**config.mk**
```make
export PLATFORM = sky130hd
export DESIGN_NAME = pulse_event_accumulator_flat
export DESIGN_NICKNAME = d
export VERILOG_FILES = /design/src/rtl/pulse_event_accumulator_pkg.sv /design/src/rtl/pulse_event_accumulator_if.sv /design/src/rtl/pulse_event_accumulator_idle_timer.sv /design/src/rtl/pulse_event_accumulator.sv /design/src/flat_wrapper.sv
export SDC_FILE = /design/constraint.sdc
export NUM_CORES = 1
export LEC_CHECK = 0
export ABC_AREA = 1
export CORE_MARGIN = 3
export CORE_UTILIZATION = 25
export DETAILED_ROUTE_END_ITERATION = 8
export DONT_BUFFER_PORTS = 1
export PLACE_DENSITY_LB_ADDON = 0.08
export SETUP_SLACK_MARGIN = 0.05
export SLEW_MARGIN = 0
export SYNTH_ARGS = -nofsm -noshare
export SYNTH_HDL_FRONTEND = slang
export SYNTH_SLANG_ARGS = --single-unit
```
**constraint.sdc**
```tcl
create_clock -name clk_b -period 1.9 [get_ports clk_b]
set_input_delay 0.19 -clock clk_b [delete_from_list [all_inputs] [get_ports clk_b]]
set_output_delay 0.19 -clock clk_b [all_outputs]
set_load 0.01 [all_outputs]
```
**src/rtl/pulse_event_accumulator_pkg.sv**
```systemverilog
// Shared defaults, timer width and FSM state type for the pulse event accumulator.
package pulse_acc_pkg;

  localparam int unsigned CNT_W_DEF   = 8;
  localparam int unsigned BATCH_DEF   = 16;
  localparam int unsigned TIMEOUT_DEF = 64;

  // Wide enough for the largest legal idle timeout (1023).
  localparam int unsigned IDLE_W = 10;

  typedef enum logic [1:0] {
    ST_IDLE      = 2'd0,
    ST_ACCUM     = 2'd1,
    ST_FULL_WAIT = 2'd2
  } acc_state_e;

endpackage

```
**src/rtl/pulse_event_accumulator_if.sv**
```systemverilog
// Event/batch bundle between a pulse source/batch consumer (master) and the accumulator (slave).
interface pulse_event_accumulator_if
  import pulse_acc_pkg::*;
#(
  parameter int unsigned CNT_W = CNT_W_DEF
);
  logic             pulse_in;
  logic             out_ready;
  logic             clr_ovf;
  logic             out_valid;
  logic [CNT_W-1:0] out_count;
  logic             out_timeout;
  logic             ovf;

  modport master (
    output pulse_in, out_ready, clr_ovf,
    input  out_valid, out_count, out_timeout, ovf
  );

  modport slave (
    input  pulse_in, out_ready, clr_ovf,
    output out_valid, out_count, out_timeout, ovf
  );
endinterface

```
**src/rtl/pulse_event_accumulator_idle_timer.sv**
```systemverilog
// Counts consecutive idle cycles of a non-empty partial batch; flags the TIMEOUT-th one.
module idle_timer
  import pulse_acc_pkg::*;
#(
  parameter int unsigned TIMEOUT = TIMEOUT_DEF
) (
  input  logic clk_b,
  input  logic rst_b,
  input  logic count_en,
  input  logic clear,
  output logic expired
);
  localparam logic [IDLE_W-1:0] LAST = IDLE_W'(TIMEOUT - 1);

  logic [IDLE_W-1:0] cnt_q;

  // Saturates so a flush blocked by a busy consumer keeps asserting until taken.
  assign expired = count_en && (cnt_q >= LAST);

  always_ff @(posedge clk_b or posedge rst_b) begin
    if (rst_b) begin
      cnt_q <= '0;
    end else if (clear) begin
      cnt_q <= '0;
    end else if (count_en && (cnt_q != LAST)) begin
      cnt_q <= cnt_q + IDLE_W'(1);
    end
  end
endmodule

```
**src/rtl/pulse_event_accumulator.sv**
```systemverilog
// Counts single-cycle event pulses into batches and presents them on a valid/ready output.
// Optional partial-batch flush after TIMEOUT idle cycles is built with PULSE_ACC_TIMEOUT_EN.
module pulse_event_accumulator
  import pulse_acc_pkg::*;
#(
  parameter int unsigned CNT_W   = CNT_W_DEF,
  parameter int unsigned BATCH   = BATCH_DEF,
  parameter int unsigned TIMEOUT = TIMEOUT_DEF
) (
  input  logic                      clk_b,
  input  logic                      rst_b,
  pulse_event_accumulator_if.slave  bus
);
  localparam logic [CNT_W-1:0] BATCH_V = CNT_W'(BATCH);

  if ((BATCH < 1) || (BATCH >= (1 << CNT_W)) || (TIMEOUT < 2) || (TIMEOUT > 1023)) begin : g_bad_cfg
    $error("pulse_event_accumulator: BATCH or TIMEOUT out of range");
  end

  acc_state_e       state_q, state_d;
  logic [CNT_W-1:0] acc_q, acc_d, acc_inc;
  logic [CNT_W-1:0] count_q, count_d;
  logic             valid_q, valid_d;
  logic             tmo_q, tmo_d;
  logic             ovf_q, ovf_d;
  logic             out_free, emit, drop, flush;

`ifdef PULSE_ACC_TIMEOUT_EN
  logic idle_cnt_en, idle_clr;

  assign idle_cnt_en = (acc_q != '0) && !bus.pulse_in;
  assign idle_clr    = bus.pulse_in || emit;

  idle_timer #(
    .TIMEOUT (TIMEOUT)
  ) u_idle_timer (
    .clk_b    (clk_b),
    .rst_b    (rst_b),
    .count_en (idle_cnt_en),
    .clear    (idle_clr),
    .expired  (flush)
  );
`else
  assign flush = 1'b0;
`endif

  // NOTE: every variable gets a default before any branch so no path can infer a latch.
  always_comb begin
    acc_d    = acc_q;
    count_d  = count_q;
    tmo_d    = tmo_q;
    valid_d  = valid_q;
    emit     = 1'b0;
    drop     = 1'b0;
    acc_inc  = acc_q + CNT_W'(1);
    out_free = !valid_q || bus.out_ready;

    if (valid_q && bus.out_ready) valid_d = 1'b0;

    case (state_q)
      ST_IDLE, ST_ACCUM: begin
        if (bus.pulse_in) begin
          if ((acc_inc == BATCH_V) && out_free) begin
            emit    = 1'b1;
            count_d = BATCH_V;
            tmo_d   = 1'b0;
            acc_d   = '0;
          end else begin
            acc_d = acc_inc;
          end
        end else if (flush && out_free) begin
          emit    = 1'b1;
          count_d = acc_q;
          tmo_d   = 1'b1;
          acc_d   = '0;
        end
      end
      ST_FULL_WAIT: begin
        // A pulse on the freeing edge opens the next batch instead of being lost.
        if (out_free) begin
          emit    = 1'b1;
          count_d = BATCH_V;
          tmo_d   = 1'b0;
          acc_d   = CNT_W'(bus.pulse_in);
        end else if (bus.pulse_in) begin
          drop = 1'b1;
        end
      end
      default: acc_d = '0;
    endcase

    if (emit) valid_d = 1'b1;

    ovf_d = drop ? 1'b1 : (bus.clr_ovf ? 1'b0 : ovf_q);

    if (acc_d == '0)          state_d = ST_IDLE;
    else if (acc_d == BATCH_V) state_d = ST_FULL_WAIT;
    else                       state_d = ST_ACCUM;
  end

  // NOTE: state registers use non-blocking assignments so all flops update from pre-edge values.
  always_ff @(posedge clk_b or posedge rst_b) begin
    if (rst_b) begin
      state_q <= ST_IDLE;
      acc_q   <= '0;
      count_q <= '0;
      valid_q <= 1'b0;
      tmo_q   <= 1'b0;
      ovf_q   <= 1'b0;
    end else begin
      state_q <= state_d;
      acc_q   <= acc_d;
      count_q <= count_d;
      valid_q <= valid_d;
      tmo_q   <= tmo_d;
      ovf_q   <= ovf_d;
    end
  end

  assign bus.out_valid   = valid_q;
  assign bus.out_count   = count_q;
  assign bus.out_timeout = tmo_q;
  assign bus.ovf         = ovf_q;
endmodule

```
**src/flat_wrapper.sv**
```systemverilog
// flat-port wrapper written by rule: the top's interface ports become plain ports
module pulse_event_accumulator_flat import pulse_acc_pkg::*;
#(
  parameter int unsigned CNT_W   = CNT_W_DEF,
  parameter int unsigned BATCH   = BATCH_DEF,
  parameter int unsigned TIMEOUT = TIMEOUT_DEF
)
  (clk_b, rst_b, bus_pulse_in, bus_out_ready, bus_clr_ovf, bus_out_valid, bus_out_count, bus_out_timeout, bus_ovf);
  pulse_event_accumulator_if #(.CNT_W(CNT_W)) bus_i ();
  input  logic clk_b;
  input  logic rst_b;
  input wire logic [$bits(bus_i.pulse_in)-1:0] bus_pulse_in;
  input wire logic [$bits(bus_i.out_ready)-1:0] bus_out_ready;
  input wire logic [$bits(bus_i.clr_ovf)-1:0] bus_clr_ovf;
  output wire logic [$bits(bus_i.out_valid)-1:0] bus_out_valid;
  output wire logic [$bits(bus_i.out_count)-1:0] bus_out_count;
  output wire logic [$bits(bus_i.out_timeout)-1:0] bus_out_timeout;
  output wire logic [$bits(bus_i.ovf)-1:0] bus_ovf;
  assign bus_i.pulse_in = bus_pulse_in;
  assign bus_i.out_ready = bus_out_ready;
  assign bus_i.clr_ovf = bus_clr_ovf;
  assign bus_out_valid = bus_i.out_valid;
  assign bus_out_count = bus_i.out_count;
  assign bus_out_timeout = bus_i.out_timeout;
  assign bus_ovf = bus_i.ovf;
  pulse_event_accumulator #(.CNT_W(CNT_W), .BATCH(BATCH), .TIMEOUT(TIMEOUT)) u_core (.clk_b(clk_b), .rst_b(rst_b), .bus(bus_i));
endmodule
```
==> results by group <==
Status
  • Outcome: finished clean

Critical path
  • Worst Path Required: 2120 ps
  • Crit-path max cell delay: 430 ps
  • Crit. End Element: flip-flop
  • Critical Path AT: 1860 ps
  • FF-to-FF path depth: 9
  • Crit path max-delay family: simple AND/OR/NAND/NOR gates
  • Worst Path Max Fanout: 4
  • Worst r2r src: u_core.acc_q[0]
  • R2R Path End: u_core.state_q[1]
  • Critical-path cell list: ha_1 > nand3_2 > xor2_1 > nor2_1 > nand3_2 > nand2_1 > o21ai_1 > nand2_1 > nor2_1
  • Worst path bufs/invs: 0
  • Slowest-stage cell, CP: dfrtp_2
  • Crit Path Class: flip-flop to flip-flop
  • R2R Setup Slk: 260 ps
  • Startpoint Class: flip-flop

CTS
  • Clk Latency, worst-skew pair: 280 ps
  • CTS Buf Count: 3
  • Clock transition at path regs: 80 ps
  • Root Driver: clkbuf_4
  • Htree depth: 1
  • CTS tree: yes
  • Maximum root-to-sink buffer count: 2
  • Clk sink count: 13

STA
  • Setup Skew: 0.967 ps
  • Crit path time final: 1640 ps
  • Slew headroom: 65.8%
  • Final WS setup: 255 ps
  • Final hold viol count: 0
  • Setup TNS Final: 0 ps
  • Worst-Margin Slew: 512 ps
  • Final Cycle Share: 86.6%
  • # setup viols final: 0
  • Fmax: 0.608 GHz
  • Max Slew Vio Count: 0
  • RSZ-0062 raised after global routing: no

Cells and area
  • Area grow syn2layout: 11.5%
  • Sequential Area: 327 sq um
  • Final core utilization: 30.5%
  • Multi-input combinational cell area: 435 sq um
  • Antenna diodes: 0
  • Share of cells above drive strength 1: 17.7%
  • Nets: 138
  • Fill cells: 367

Synth
  • Cell variety after synth: 23
  • Cell Area, Synth: 870 sq um
  • #FFs+latches synth: 13
  • Warnings, synthesis: 0
  • Mapped Avg Cell Area: 7.19 sq um
  • Cells after Synth: 121
  • Post-synthesis sequential area ratio: 37.4%

Pwr
  • Clock power share: 17.3%
  • Internal Power: 0.580 mW
  • Sw Ratio: 42.3%
  • Leakage power: 0.502 nW
  • Part of the power in combinational logic: 40.0%
  • Pwr per Cell Area: 1040 nW/um^2
  • P_sw: 0.425 mW
  • Sequential Power Share: 42.7%
  • Peak supply drop: 409 uV
  • Pwr Total: 1.01 mW

Placement
  • Detailed placement HPWL: 1510 um
  • Port Buf Inserts: 0
  • GPL Wtd Cong: 0.833
  • DP Worst Slack: 198 ps

Floorplan
  • Row Count: 20
  • Core ar.: 3180 sq um
  • Initial core utilization: 27.4%
  • Chip Width: 65.0 um
  • IO Count: 16
  • Die Area: 4220 sq um
  • Die height: 65.0 um

Routing
  • Drt first-iter violations: 15
  • DRT Pass-1 Iters: 4
  • DR WL/cell: 10.9 um
  • Vias: 692
  • DRT antenna net count: 0
  • Detailed Route WL: 1900 um
  • Via density: 3.98
  • Remaining DRCs: 0

Global routing
  • Global-route wire length before repair: 3280 um
  • Initial antenna violation count: 0
  • GR Overflow Total: 0
  • Vias in the first global route: 712
  • Pin count of the biggest net entering global routing: 14
  • GRT Total Usage: 10.3%

Min path
  • Hold worst-path end: u_core.acc_q[0]
  • Worst hold-check path type: input port to flip-flop
  • Hold depth: 2
  • HP Start: bus_pulse_in

Flow run
  • Max-Cap Viols: 0
cell families after synthesis:
group,count (synthesis),share of synthesized area [%]
AND/OR/NAND/NOR,66,35.0
buffers and inverters,28,15.5
flip-flops,13,37.4
AO/OA/AOI/OAI,10,7.77
adder cells (fa/ha/maj),2,2.88
XOR/XNOR,1,1.01
other,1,0.431
layout by cell type, fill, tap and decap left out, types with 3 or more instances in the layout:
master	instances
conb_1	8
nand2_2	3
buf_4	4
nand2_1	38
nor2_2	3
dfrtp_1	12
inv_1	19
nor2_1	10
o21ai_1	3
nand3_2	3
clkbuf_4	3
nand3_1	5
state kept, by name, indices dropped and copies added, names as in the netlist:
register	cells
u_core.bus.ovf	1
u_core.bus.out_valid	1
u_core.bus.out_count	1
u_core.acc_q	8
u_core.state_q	2
synthesized netlist by cell type:
master,count,area [sq um]
a22oi_1,1,7.51
buf_4,8,60.1
conb_1,1,3.75
dfrtp_1,13,325
ha_1,2,25.0
inv_1,19,71.3
inv_2,1,3.75
nand2_1,38,143
nand2_2,3,18.8
nand3_1,5,25.0
nand3_2,3,30.0
nand3b_1,1,7.51
nand4_1,1,6.26
nor2_1,10,37.5
nor2_2,3,18.8
nor2_4,1,11.3
o21ai_0,2,10.0
o21ai_1,3,15.0
o21ai_2,2,17.5
o21bai_2,1,11.3
o22ai_1,1,6.26
or2_0,1,6.26
xor2_1,1,8.76
final cells by class:
cell class	count	area share [%]
timing repair buffer	6	5.16
clock buffer	3	2.32
tap	44	5.68
inverter	20	7.74
sequential	13	33.7
multi-input combinational	87	44.9
clock inverter	1	0.516
stage by stage:
step	area, sq um	instances	hold slack (ps)
after floorplan	896	128	67.0
after global placement	906	166	143
after detailed placement	906	166	144
after CTS	953	172	96.7
after global routing	970	174	97.6
final	970	174	100
power groups by stage:
stage / sequential [mW] / clock, mW / combinational (mW)
3_3_place_gp: 0.439 / 0 / 0.381
5_1_grt: 0.443 / 0.199 / 0.470
4_1_cts: 0.432 / 0.183 / 0.381
2_1_floorplan: 0.417 / 0 / 0.294
6_report: 0.429 / 0.174 / 0.402
3_5_place_dp: 0.437 / 0 / 0.373
metal layers:
metal  track usage (%)  part of all wire [%]
met3              3.64                   4.5
met5                 0                     0
met4              1.58                  0.58
met2              16.0                    45
met1              14.0                    50
worst register-to-register path, stage by stage (launching register included):
cell and delay [ps]:
dfrtp_2 430, ha_1 240, nand3_2 110, xor2_1 210
nor2_1 80, nand3_2 100, nand2_1 60, o21ai_1 180
nand2_1 80, nor2_1 100
how the worst max path moves through the flow:
stage	cells after the start	slack, ps	end	from
floorplan	10	390	u_core.state_q[1]	u_core.acc_q[0]
global placement	10	190	u_core.state_q[1]	u_core.acc_q[0]
detailed placement	10	200	u_core.state_q[1]	u_core.acc_q[0]
CTS	10	180	u_core.state_q[1]	u_core.acc_q[0]
global route	11	60	u_core.state_q[1]	u_core.acc_q[0]
finish	9	260	u_core.state_q[1]	u_core.acc_q[0]
repair_timing:
item | CTS | global route
setup buffers | 0 | 2
resized for setup | 0 | 1
hold buffers | 2 | 0
hold endpoints to repair | 14 | 0
setup endpoints to repair | 0 | 1
Note: power is estimated with default switching activity, not from simulation.
==> RTL change 1: new RTL, config.mk and constraints unchanged <==
The option `PULSE_ACC_TIMEOUT_EN` is turned on by a define.
--- a/src/rtl/pulse_event_accumulator.sv
+++ b/src/rtl/pulse_event_accumulator.sv
@@ -1,5 +1,7 @@
 // Counts single-cycle event pulses into batches and presents them on a valid/ready output.
 // Optional partial-batch flush after TIMEOUT idle cycles is built with PULSE_ACC_TIMEOUT_EN.
+`define PULSE_ACC_TIMEOUT_EN
+
 module pulse_event_accumulator
   import pulse_acc_pkg::*;
 #(
Formal check against the unedited RTL: no difference found for any inputs over 10 cycles, from zero or initial values and one cycle with rst_b high; that may be too few to reach the edited logic, so the function may still have changed.
==> RTL change 1 against the unedited design <==
Wire length increased by 120%. Clock skew rose by 0.011 ns. Power up 110%. Critical endpoint is now u_core.bus.out_count[0]. Setup slack got worse by 0.12 ns. Cell area is 110% higher. Largest power group unchanged. Area after synthesis increased by 91%. Sequential cell count increased by 18. First-iteration DRC count grew to 5.8 times the old value. Hold slack improved by 0.012 ns.
==> RTL change 1: results (changes against the unedited design) <==
grtUsageTotal_pct: 11.81  # was 10.32%
fin_worst_skew_ns: 0.01192  # was 0.0009671 ns
grtUsageMet1_pct: 16.90  # was 14.01%
r2r-end: "u_core.bus.out_count[0]"  # was u_core.state_q[1]
hold_start: "bus_pulse_in"  # unchanged
route.met3.wl_um: 171  # was 85 um
largest_register: "u_core.u_idle_timer.cnt_q"  # was u_core.acc_q
place_area_mm2: 0.001809  # was 905.9 um^2
grt_pass1_wl_um: 6893  # was 3284 um
synthMuxAreaShare_pct: 0  # unchanged
synthAdderAreaFrac_pct: 2.256  # was 2.878%
status: "finished, final reports clean"  # unchanged
drt_iter0_drc: 87  # was 15
path_max_fanout: 5  # was 4
cts_root_buf: "clkbuf_8"  # was clkbuf_4
place_hpwl_um: 3052  # was 1513 um
clk_pin_slew_ns: 0.07
whs_ns: 0.1118  # was 0.1000 ns
ys_types: 24  # was 23
r2r_setup_slack_ns: 0.13  # was 0.26 ns
synthXorXnorAreaFrac_pct: 4.211  # was 1.007%
largest_reg_flops: 10  # was 8
finalNetCount: 238  # was 138
cts_max_level: 2  # was 1
wl_per_cell_um: 13.79  # was 10.91 um
wl_met2_um: 1877  # was 854 um
firstDrtPassIters: 4  # unchanged
dp_cells: 296  # was 166
critical-path-top-delay-family: "simple AND/OR/NAND/NOR gates"  # unchanged
ys_warn_count: 0  # unchanged
grt_max_degree: 32  # was 14
antenna_found_initial: 0  # unchanged
synth.top_cells.by_count: "nand2_1, nor2_1, dfrtp_1"  # was nand2_1, inv_1, dfrtp_1
r2r-start: "u_core.acc_q[1]"  # was u_core.acc_q[0]
peakVddDrop_mv: 0.3412  # was 0.4089 mV
synth_seq_area_share_pct: 46.62  # was 37.41%
p_int_w: 0.001309  # was 0.0005798 W
routed_via_density: 4.474  # was 3.977
m1WireLength_um: 2166  # was 947 um
synth_compound_area_share_pct: 6.316  # was 7.770%
grt.met2_usage_pct: 17.26  # was 15.96%
min_to: "u_core.acc_q[3]"  # was u_core.acc_q[0]
cpMaxStageDelayCell: "dfrtp_2"  # unchanged
layout-drive-gt1-share_pct: 28.14  # was 17.69%
synth_area_leaders: "dfrtp_1, nand2_1, nor2_1"  # was dfrtp_1, nand2_1, inv_1
gp_congestion: 0.7949  # was 0.8325
reg2regPathDepth: 11  # was 9
avgSynthCellArea_um2: 7.850  # was 7.187 um^2
fin_cells: 308  # was 174
grt_util_met3_pct: 3.198  # was 3.640%
portBuffers: 0  # unchanged
cpPeakStageDelay_ns: 0.41  # was 0.43 ns
syn-num-nets: 220
leakage_nw: 0.9632  # was 0.5016 nW
synth_top_area_share_pct: 46.62  # was 37.41%
worst_ep_arrival_time_ns: 1.93  # was 1.86 ns
slew_headroom_pct: 73.03  # was 65.83%
numCtsBuffers: 5  # was 3
clk_latency_ns: 0.28  # about the same
grt_pass1_vias: 1355  # was 712
[RTL change 1: stage by stage]
stage                     setup slack [ns]  setup TNS, ns
final                               0.1310              0
after global placement            -0.08750        -0.1366
after global routing               0.01433              0
after CTS                          0.05242              0
after detailed placement          -0.03739       -0.04181
after floorplan                     0.2708              0
[RTL change 1: cell type report]
class | count | area [um^2]
fill | 676 | 4302
clock buffer | 7 | 76.32
multi-input combinational | 153 | 923.4
clock inverter | 1 | 5.005
tap | 77 | 96.34
sequential | 31 | 779.5
timing repair buffer | 12 | 102.6
inverter | 27 | 101.3
[RTL change 1: timing repair]
| item | 4_1_cts | 5_1_grt |
|---|---|---|
| hold endpoints to repair | 32 | 0 |
| gates resized for setup | 3 | 44 |
| cloned | 0 | 1 |
| buffers inserted | 1 | 0 |
| endpoints found under the setup margin | 21 | 21 |
| pin swaps | 1 | 11 |
| hold buffers | 2 | 0 |
[RTL change 1: worst max-delay path by stage]
stage,to,start,slack [ns]
4_1_cts,u_core.state_q[0],u_core.u_idle_timer.cnt_q[1],0.05
6_report,u_core.bus.out_count[0],u_core.acc_q[1],0.13
3_3_place_gp,u_core.state_q[0],u_core.acc_q[0],-0.09
2_1_floorplan,u_core.bus.out_count[0],u_core.acc_q[0],0.27
3_5_place_dp,u_core.state_q[0],u_core.acc_q[0],-0.04
5_1_grt,u_core.bus.out_count[1],u_core.acc_q[1],0.01
[RTL change 1: power by group through the flow]
stage / clock network, W / logic (W) / registers (W)
finish: 0.000497 / 0.000767 / 0.000889
floorplan: 0 / 0.000418 / 0.000845
detailed placement: 0 / 0.000630 / 0.000872
CTS: 0.000522 / 0.000665 / 0.000856
global route: 0.000553 / 0.000863 / 0.000904
global placement: 0 / 0.000643 / 0.000876
==> RTL change 2: new RTL, config.mk and constraints unchanged <==
Without the edit above. Reset style: synchronous (`rst_b`), changed in one clocked block.
--- a/src/rtl/pulse_event_accumulator.sv
+++ b/src/rtl/pulse_event_accumulator.sv
@@ -99,7 +99,7 @@
   end
 
   // NOTE: state registers use non-blocking assignments so all flops update from pre-edge values.
-  always_ff @(posedge clk_b or posedge rst_b) begin
+  always_ff @(posedge clk_b) begin
     if (rst_b) begin
       state_q <= ST_IDLE;
       acc_q   <= '0;
Formal check against the unedited RTL: no difference found for any inputs over 10 cycles, from zero or initial values and one cycle with rst_b high; that may be too few to reach the edited logic, so the function may still have changed.
==> RTL change 2 against the unedited design <==
Global-route usage decreased by 0.51 points. Area after synthesis increased by 4.6%. Wire length increased by 6.4%. Die area increased by 4.2%. Setup slack got worse by 0.075 ns. Sequential cell count unchanged. Cell area increased by 2.5%. Critical path type unchanged. Critical endpoint is now u_core.state_q[0].
Power is not compared: it rests on default switching activity, and its combinational part moved more than twofold at a synthesized area within 25%.
==> RTL change 2: results (changes against the unedited design) <==
status: "finished, final reports clean"  # unchanged
layout-drive-gt1-share_pct: 27.61  # was 17.69%
worst_ep_arrival_time_ns: 1.90  # was 1.86 ns
pre_cts_slack_ns: 0.06564  # was 0.1977 ns
drt_iter0_drc: 28  # was 15
cpPeakStageDelay_ns: 0.39  # was 0.43 ns
place_hpwl_um: 1597  # was 1513 um
gp_congestion: 0.7834  # was 0.8325
synth_seq_area_share_pct: 28.61  # was 37.41%
synthAdderAreaFrac_pct: 1.376  # was 2.878%
avgSynthCellArea_um2: 6.944  # was 7.187 um^2
fin_worst_skew_ns: 0.001504  # was 0.0009671 ns
ys_types: 26  # was 23
vias: 765  # was 692
synth_compound_area_share_pct: 11.28  # was 7.770%
routed_via_density: 4.250  # was 3.977
nFillCells: 394  # was 367
grtUsageTotal_pct: 9.810  # was 10.32%
finalNetCount: 141  # was 138
cpMaxStageDelayCell: "dfxtp_2"  # was dfrtp_2
reg2regPathDepth: 11  # was 9
grt_max_degree: 12  # was 14
dp_cells: 175  # was 166
synth_area_leaders: "dfxtp_1, nand2_1, nand3_2"  # was dfrtp_1, nand2_1, inv_1
wl_per_cell_um: 11.22  # was 10.91 um
grt_pass1_vias: 659  # was 712
==> RTL change 2: cell count changes after synthesis, moves of 3 or more <==
cell / before / now
a21oi_1: 0 / 5
nand2_1: 38 / 25
dfrtp_1: 13 / 0
nand3_2: 3 / 7
dfxtp_1: 0 / 13
nand4_1: 1 / 4
inv_2: 1 / 4
==> RTL change 2: layout make-up <==
type | count | share of cell area [%]
Clock buffer | 4 | 2.645
Inverter | 22 | 8.438
Multi-Input combinational cell | 93 | 54.41
Sequential cell | 13 | 26.95
Tap cell | 46 | 5.793
Timing Repair Buffer | 2 | 1.763
==> RTL change 2: worst paths after layout <==
kind / startpoint / slack (ns) / end
min: bus_pulse_in / 0.07 / u_core.bus.ovf
max: u_core.acc_q[0] / 0.18 / u_core.state_q[0]
min reg2reg: u_core.bus.out_count[4] / 0.50 / u_core.bus.out_count[4]
max reg2reg: u_core.acc_q[0] / 0.18 / u_core.state_q[0]
==> RTL change 2: report_power, final <==
| group | leakage (nW) | internal (W) | switching [W] | total (W) |
|---|---|---|---|---|
| clock | 0.0150 | 0.0000814 | 0.0000889 | 0.000170 |
| sequential | 0.107 | 0.000278 | 0.00000672 | 0.000285 |
| combinational | 0.283 | 0.0000173 | 0.0000359 | 0.0000532 |
==> RTL change 2: routing by layer <==
metal / global-route usage, % / routed length (um) / part of all wire, %
met2: 14.62 / 953 / 47
met5: 0 / 0 / 0
met4: 3.046 / 0 / 0
met3: 3.741 / 82 / 4.1
met1: 12.92 / 984 / 49
==> RTL change 2: repair_timing <==
item,in CTS,in global routing
gates resized for setup,0,8
hold buffers,1,0
buffers inserted,0,0
setup endpoints to repair,0,2
endpoints found under the hold margin,11,0
